[src/rtl/kernel_sequencer.sv]
// Owns the active 3x3 convolution kernel. Requested changes are loaded into a
// shadow bank one tap per cycle and swapped in only at a frame boundary.
module kernel_sequencer #(
  parameter int unsigned NUM_KERNELS    = 6,
  parameter int unsigned DEFAULT_KERNEL = 0
) (
  input  logic                         clk_in,
  input  logic                         rst_in,
  input  logic                         next_in,
  input  logic                         prev_in,
  input  logic                         sel_valid_in,
  input  logic [2:0]                   sel_in,
  input  logic                         frame_start_in,
  output logic signed [2:0][2:0][7:0]  coeffs_out,
  output logic signed [7:0]            shift_out,
  output logic [2:0]                   active_idx_out,
  output logic                         pending_out,
  output logic                         swap_out
);

  localparam int unsigned IDX_W    = 3;
  localparam int unsigned COEF_W   = 8;
  localparam int unsigned CNT_W    = 4;
  localparam int unsigned NUM_TAPS = 9;

  localparam logic [IDX_W-1:0] DEF_IDX  = IDX_W'(DEFAULT_KERNEL);
  localparam logic [IDX_W-1:0] LAST_IDX = IDX_W'(NUM_KERNELS - 1);
  localparam logic [CNT_W-1:0] LAST_TAP = CNT_W'(NUM_TAPS - 1);

  typedef enum logic [1:0] {
    S_IDLE  = 2'd0,
    S_LOAD  = 2'd1,
    S_READY = 2'd2
  } state_t;

  // Kernel table lookup; unknown indices read as Identity.
  function automatic logic signed [2:0][2:0][COEF_W-1:0] f_kernel(input logic [IDX_W-1:0] idx);
    int v [9];
    logic signed [2:0][2:0][COEF_W-1:0] k;
    case (idx)
      3'd1:    v = '{ 1,  2,  1,  2, 4,  2,  1,  2,  1};
      3'd2:    v = '{ 0, -1,  0, -1, 5, -1,  0, -1,  0};
      3'd3:    v = '{-1, -1, -1, -1, 8, -1, -1, -1, -1};
      3'd4:    v = '{ 1,  0, -1,  2, 0, -2,  1,  0, -1};
      3'd5:    v = '{-1, -2, -1,  0, 0,  0,  1,  2,  1};
      default: v = '{ 0,  0,  0,  0, 1,  0,  0,  0,  0};
    endcase
    for (int i = 0; i < 9; i++) begin
      k[2'(i / 3)][2'(i % 3)] = COEF_W'(v[i]);
    end
    return k;
  endfunction

  function automatic logic signed [COEF_W-1:0] f_shift(input logic [IDX_W-1:0] idx);
    return (idx == 3'd1) ? 8'sd4 : 8'sd0;
  endfunction

  state_t                              r_state;
  logic [CNT_W-1:0]                    r_cnt;
  logic [IDX_W-1:0]                    r_target;
  logic [IDX_W-1:0]                    r_active_idx;
  logic signed [2:0][2:0][COEF_W-1:0]  r_shadow;
  logic signed [COEF_W-1:0]            r_shadow_shift;
  logic signed [2:0][2:0][COEF_W-1:0]  r_active;
  logic signed [COEF_W-1:0]            r_active_shift;
  logic                                r_pending;
  logic                                r_swap;

  state_t                              w_state_nxt;
  logic [CNT_W-1:0]                    w_cnt_nxt;
  logic                                w_req_valid;
  logic [IDX_W-1:0]                    w_req_idx;
  logic                                w_tap_we;
  logic                                w_shift_we;
  logic                                w_swap;
  logic [1:0]                          w_row;
  logic [1:0]                          w_col;
  logic signed [2:0][2:0][COEF_W-1:0]  w_tbl;

  // Request decode: direct select beats next/prev; next+prev together cancel.
  always_comb begin
    w_req_valid = 1'b0;
    w_req_idx   = r_target;
    if (sel_valid_in) begin
      if (32'(sel_in) < NUM_KERNELS) begin
        w_req_valid = 1'b1;
        w_req_idx   = sel_in;
      end
    end else if (next_in ^ prev_in) begin
      w_req_valid = 1'b1;
      if (next_in) begin
        w_req_idx = (r_target == LAST_IDX) ? 3'd0 : r_target + 3'd1;
      end else begin
        w_req_idx = (r_target == 3'd0) ? LAST_IDX : r_target - 3'd1;
      end
    end
  end

  assign w_tbl = f_kernel(r_target);
  assign w_row = 2'(r_cnt / 4'd3);
  assign w_col = 2'(r_cnt % 4'd3);

  // Next-state: any valid request restarts the load, or aborts if it lands on the active kernel.
  always_comb begin
    w_state_nxt = r_state;
    w_cnt_nxt   = r_cnt;
    w_tap_we    = 1'b0;
    w_shift_we  = 1'b0;
    w_swap      = 1'b0;
    case (r_state)
      S_IDLE: begin
        if (w_req_valid && (w_req_idx != r_active_idx)) begin
          w_state_nxt = S_LOAD;
          w_cnt_nxt   = '0;
        end
      end
      S_LOAD: begin
        if (w_req_valid) begin
          w_state_nxt = (w_req_idx == r_active_idx) ? S_IDLE : S_LOAD;
          w_cnt_nxt   = '0;
        end else begin
          w_tap_we = 1'b1;
          if (r_cnt == LAST_TAP) begin
            w_shift_we  = 1'b1;
            w_state_nxt = S_READY;
            w_cnt_nxt   = '0;
          end else begin
            w_cnt_nxt = r_cnt + 4'd1;
          end
        end
      end
      S_READY: begin
        if (w_req_valid) begin
          w_state_nxt = (w_req_idx == r_active_idx) ? S_IDLE : S_LOAD;
          w_cnt_nxt   = '0;
        end else if (frame_start_in) begin
          w_swap      = 1'b1;
          w_state_nxt = S_IDLE;
        end
      end
      default: begin
        w_state_nxt = S_IDLE;
        w_cnt_nxt   = '0;
      end
    endcase
  end

  always_ff @(posedge clk_in or negedge rst_in) begin
    if (!rst_in) begin
      r_state        <= S_IDLE;
      r_cnt          <= '0;
      r_target       <= DEF_IDX;
      r_active_idx   <= DEF_IDX;
      r_shadow       <= f_kernel(DEF_IDX);
      r_shadow_shift <= f_shift(DEF_IDX);
      r_active       <= f_kernel(DEF_IDX);
      r_active_shift <= f_shift(DEF_IDX);
      r_pending      <= 1'b0;
      r_swap         <= 1'b0;
    end else begin
      r_state   <= w_state_nxt;
      r_cnt     <= w_cnt_nxt;
      r_pending <= (w_state_nxt != S_IDLE);
      r_swap    <= w_swap;
      if (w_req_valid) begin
        r_target <= w_req_idx;
      end
      if (w_tap_we) begin
        r_shadow[w_row][w_col] <= w_tbl[w_row][w_col];
      end
      if (w_shift_we) begin
        r_shadow_shift <= f_shift(r_target);
      end
      if (w_swap) begin
        r_active       <= r_shadow;
        r_active_shift <= r_shadow_shift;
        r_active_idx   <= r_target;
      end
    end
  end

  assign coeffs_out     = r_active;
  assign shift_out      = r_active_shift;
  assign active_idx_out = r_active_idx;
  assign pending_out    = r_pending;
  assign swap_out       = r_swap;

endmodule

[config.mk]
export PLATFORM = sky130hd
export DESIGN_NAME = kernel_sequencer
export DESIGN_NICKNAME = d
export VERILOG_FILES = /design/src/rtl/kernel_sequencer.sv
export SDC_FILE = /design/constraint.sdc
export NUM_CORES = 1
export LEC_CHECK = 0
export ABC_AREA = 1
export CORE_UTILIZATION = 47
export DETAILED_ROUTE_END_ITERATION = 8
export GPL_ROUTABILITY_DRIVEN = 0
export GPL_TIMING_DRIVEN = 0
export PLACE_DENSITY = 0.76
export SYNTH_ARGS = -nofsm -noshare
export SYNTH_HDL_FRONTEND = slang
export SYNTH_SLANG_ARGS = --single-unit
[constraint.sdc]
create_clock -name clk_in -period 2.7 [get_ports clk_in]
set_input_delay 0.81 -clock clk_in [delete_from_list [all_inputs] [get_ports clk_in]]
set_output_delay 0.81 -clock clk_in [all_outputs]
set_load 0.02 [all_outputs]
==> metrics <==
outcome=finished clean; required time worst endpoint=2.96 ns; Worst-Skew Late Latency=0.37 ns; Routed WL per cell=roughly 12 µm; CTS root buf=clkbuf_8; max_cap viols=0; TritonCTS buffer count=9; overall routed net length=roughly 10,000 µm; most frequent cells after synthesis=258 x nand2_1, 104 x dfrtp_1, 64 x inv_1; Die H=roughly 100 µm; clock power share=0.265; CP max-delay cell=dfrtp_2; row count=37; drt drc=0; CP Depth=14; share of cells above drive strength 1=0.177; leak pwr=roughly 3.6 nW; PortBufs=86; Power Total=around 0.0034 W; Clk pin slew, worst setup/hold paths=roughly 0.1 ns; critical path class=flip-flop to flip-flop; ranking of synthesized cells by area=dfrtp_1 53%, nand2_1 20%, buf_4 5.2%; Yosys top cell by area=dfrtp_1; drt first pass iters=5; Tcrit/Tclk final=0.953; kind of start point of the critical path=flip-flop; GR Overflow Total=0; cell area after layout=6430 µm²; Synth Flop Type=dfrtp_1; register area share after synthesis=0.536; Seq cells post-synth=between 100 and 150; DR vias/cell=4.76; Worst slew margin=0.604; # setup viols final=0; initial core utilization=0.482; Slowest Stage Delay on Critical Path=0.43 ns; ANT cells=0; Sw Ratio=0.325; die area=approximately 11,000 µm²; initial antenna violation count=0; Final Net Count=730; count leader, synth=nand2_1; CORE AREA=roughly 10,000 µm²; sequential fraction of design power=0.520; CTS tree=yes; Yosys warnings=0; Worst VDD drop=0.249 mV; Final HPWL DP=roughly 7300 µm; Top Ports=94; clk_skew=0.00799 ns; Cell Area, Synth=4960 µm²; first-pass GRT wire length=roughly 17,000 µm; Cell Chain, Critical Path=clkinvlp_4, ha_1, nand3_2, nand2_4, xor2_4, ha_4, inv_4, nand3_4, o21ai_4, nand2_4, nor2_4, inv_2, nand2_1, nand2_1; Yosys top cell area share=0.525; Cell variety after synth=35; reg2reg path depth=14; Post-DRT Antenna Nets=0; routed via count=around 4,100; Syn-to-layout area delta=29.7%; Internal Power=roughly 0.0023 W; Fin. Hold Viols=0; fin. max-slew vios=0; worst min path class=input pin to asynchronous set/reset pin; CP Max Fanout=6; Worst Path Buf+Inv=3; die width=~100 µm; CP endpoint kind=flip-flop; Post-synth EDFFs=0; CP arrival=about 2.8 ns; GRT Total Usage=0.197; dpl cell area=6030 µm²; CTS sink cnt=106; FFs w/ async S/R, synth=1.00; fmax=0.389 GHz; Slew @ Worst Pin=roughly 0.59 ns; Max H-tree Level=3; cells after synthesis=~600; CP delay by family, top=simple AND/OR/NAND/NOR gates; pin count of the biggest net entering global routing=61; Comb power frac=0.216; minimum clock period=roughly 2.6 ns; initial DRC count=280; Max Buffers Root-to-Sink=2; vias in the first global route=between 3,000 and 4,000; P_sw=approximately 0.0011 W; PwrDens=approximately 530 nW/µm²; Post-Syn Area per Cell=approximately 8.3 µm²
[state kept, by name, summed over array words and instances (netlist names)]
signal / cells
active_idx_out: 3
r_cnt: 4
r_shadow_shift: 1
shift_out: 1
r_shadow: 45
r_state: 2
swap_out: 1
r_target: 3
coeffs_out: 45
pending_out: 1
[cells by family after synthesis]
kind of cell | count (synthesis) | synth area share
AOI/OAI and AO/OA | 34 | 0.0396
other | 1 | 0.000757
DFF | 106 | 0.536
and+or+nand+nor | 326 | 0.277
buffers and inverters | 120 | 0.119
adders and majority gates | 7 | 0.0177
xor gates and xnor gates | 4 | 0.0101
[power by group through the flow]
stage	clock network, W	logic, W	registers, W
floorplan	0	0.000461	0.00180
global placement	0	0.000591	0.00181
detailed placement	0	0.000618	0.00181
CTS	0.000923	0.000644	0.00179
global route	0.000984	0.000822	0.00179
finish	0.000905	0.000737	0.00178
[what timing repair did]
item                       CTS  global route
buffers inserted             2             9
setup endpoints to repair   45            77
resized for setup           11            27
pin swaps                    2             8
hold buffers                 0             0
hold endpoints to repair     0             0
gates cloned                 1             0
[cell usage in the layout, fill, tap and decap left out, types with 7 or more instances in the layout]
cell             count
nand2_1            255
dfrtp_1            101
clkdlybuf4s50_1     85
inv_1               60
buf_4               46
nand3_1             25
o21ai_0             17
nor2_1              14
clkbuf_8             9
inv_2                8
nand2_2              8
a21oi_1              7
nand2_4              7
conb_1               7
[path summary, 6_finish.rpt]
| kind | from | endpoint | slack, ns |
|---|---|---|---|
| worst max-delay path | r_cnt[0]$_DFFE_PN0P_ | r_shadow[11]$_DFFE_PN0P_ | 0.13 |
| worst min-delay path | rst_in | coeffs_out[24]$_DFFE_PN0P_ | 0.42 |
| worst max register to register | r_cnt[0]$_DFFE_PN0P_ | r_shadow[11]$_DFFE_PN0P_ | 0.13 |
| worst min register to register | r_shadow[66]$_DFFE_PN0P_ | coeffs_out[66]$_DFFE_PN0P_ | 0.47 |
| max in group asynchronous | rst_in | r_shadow[32]$_DFFE_PN1P_ | 1.56 |
| min in group clk_in | r_shadow[66]$_DFFE_PN0P_ | coeffs_out[66]$_DFFE_PN0P_ | 0.47 |
[layout make-up]
type | count | area [µm²]
Buffer | 46 | 314
Clock buffer | 9 | 124
Clock inverter | 6 | 48.8
Fill cell | 863 | 3850
Inverter | 74 | 298
Multi-Input combinational cell | 379 | 1850
Sequential cell | 106 | 2660
Tap cell | 136 | 170
Timing Repair Buffer | 98 | 968
[metal layers]
metal | track usage | vias up | wire length [µm]
met4 | 0.0674 | 0 | 215
met5 | 0 | - | 0
met2 | 0.333 | 141 | 5070
li1 | - | 2000 | -
met3 | 0.0468 | 21 | 594
met1 | 0.248 | 1900 | 4550
[per-stage QoR]
stage                     setup WS (ns)   util  hold slack [ns]  instances  TNS (ns)
after floorplan                   0.166      -            0.436        604         0
after global placement            -2.92  0.585            0.449        826   -317.95
after detailed placement         -0.272  0.587            0.453        827    -17.90
after CTS                        0.0118  0.611            0.433        845         0
after global routing            -0.0521  0.626            0.461        854    -0.678
final                             0.126  0.626            0.423        854         0
No activity file was read; power rests on OpenSTA's default activity.
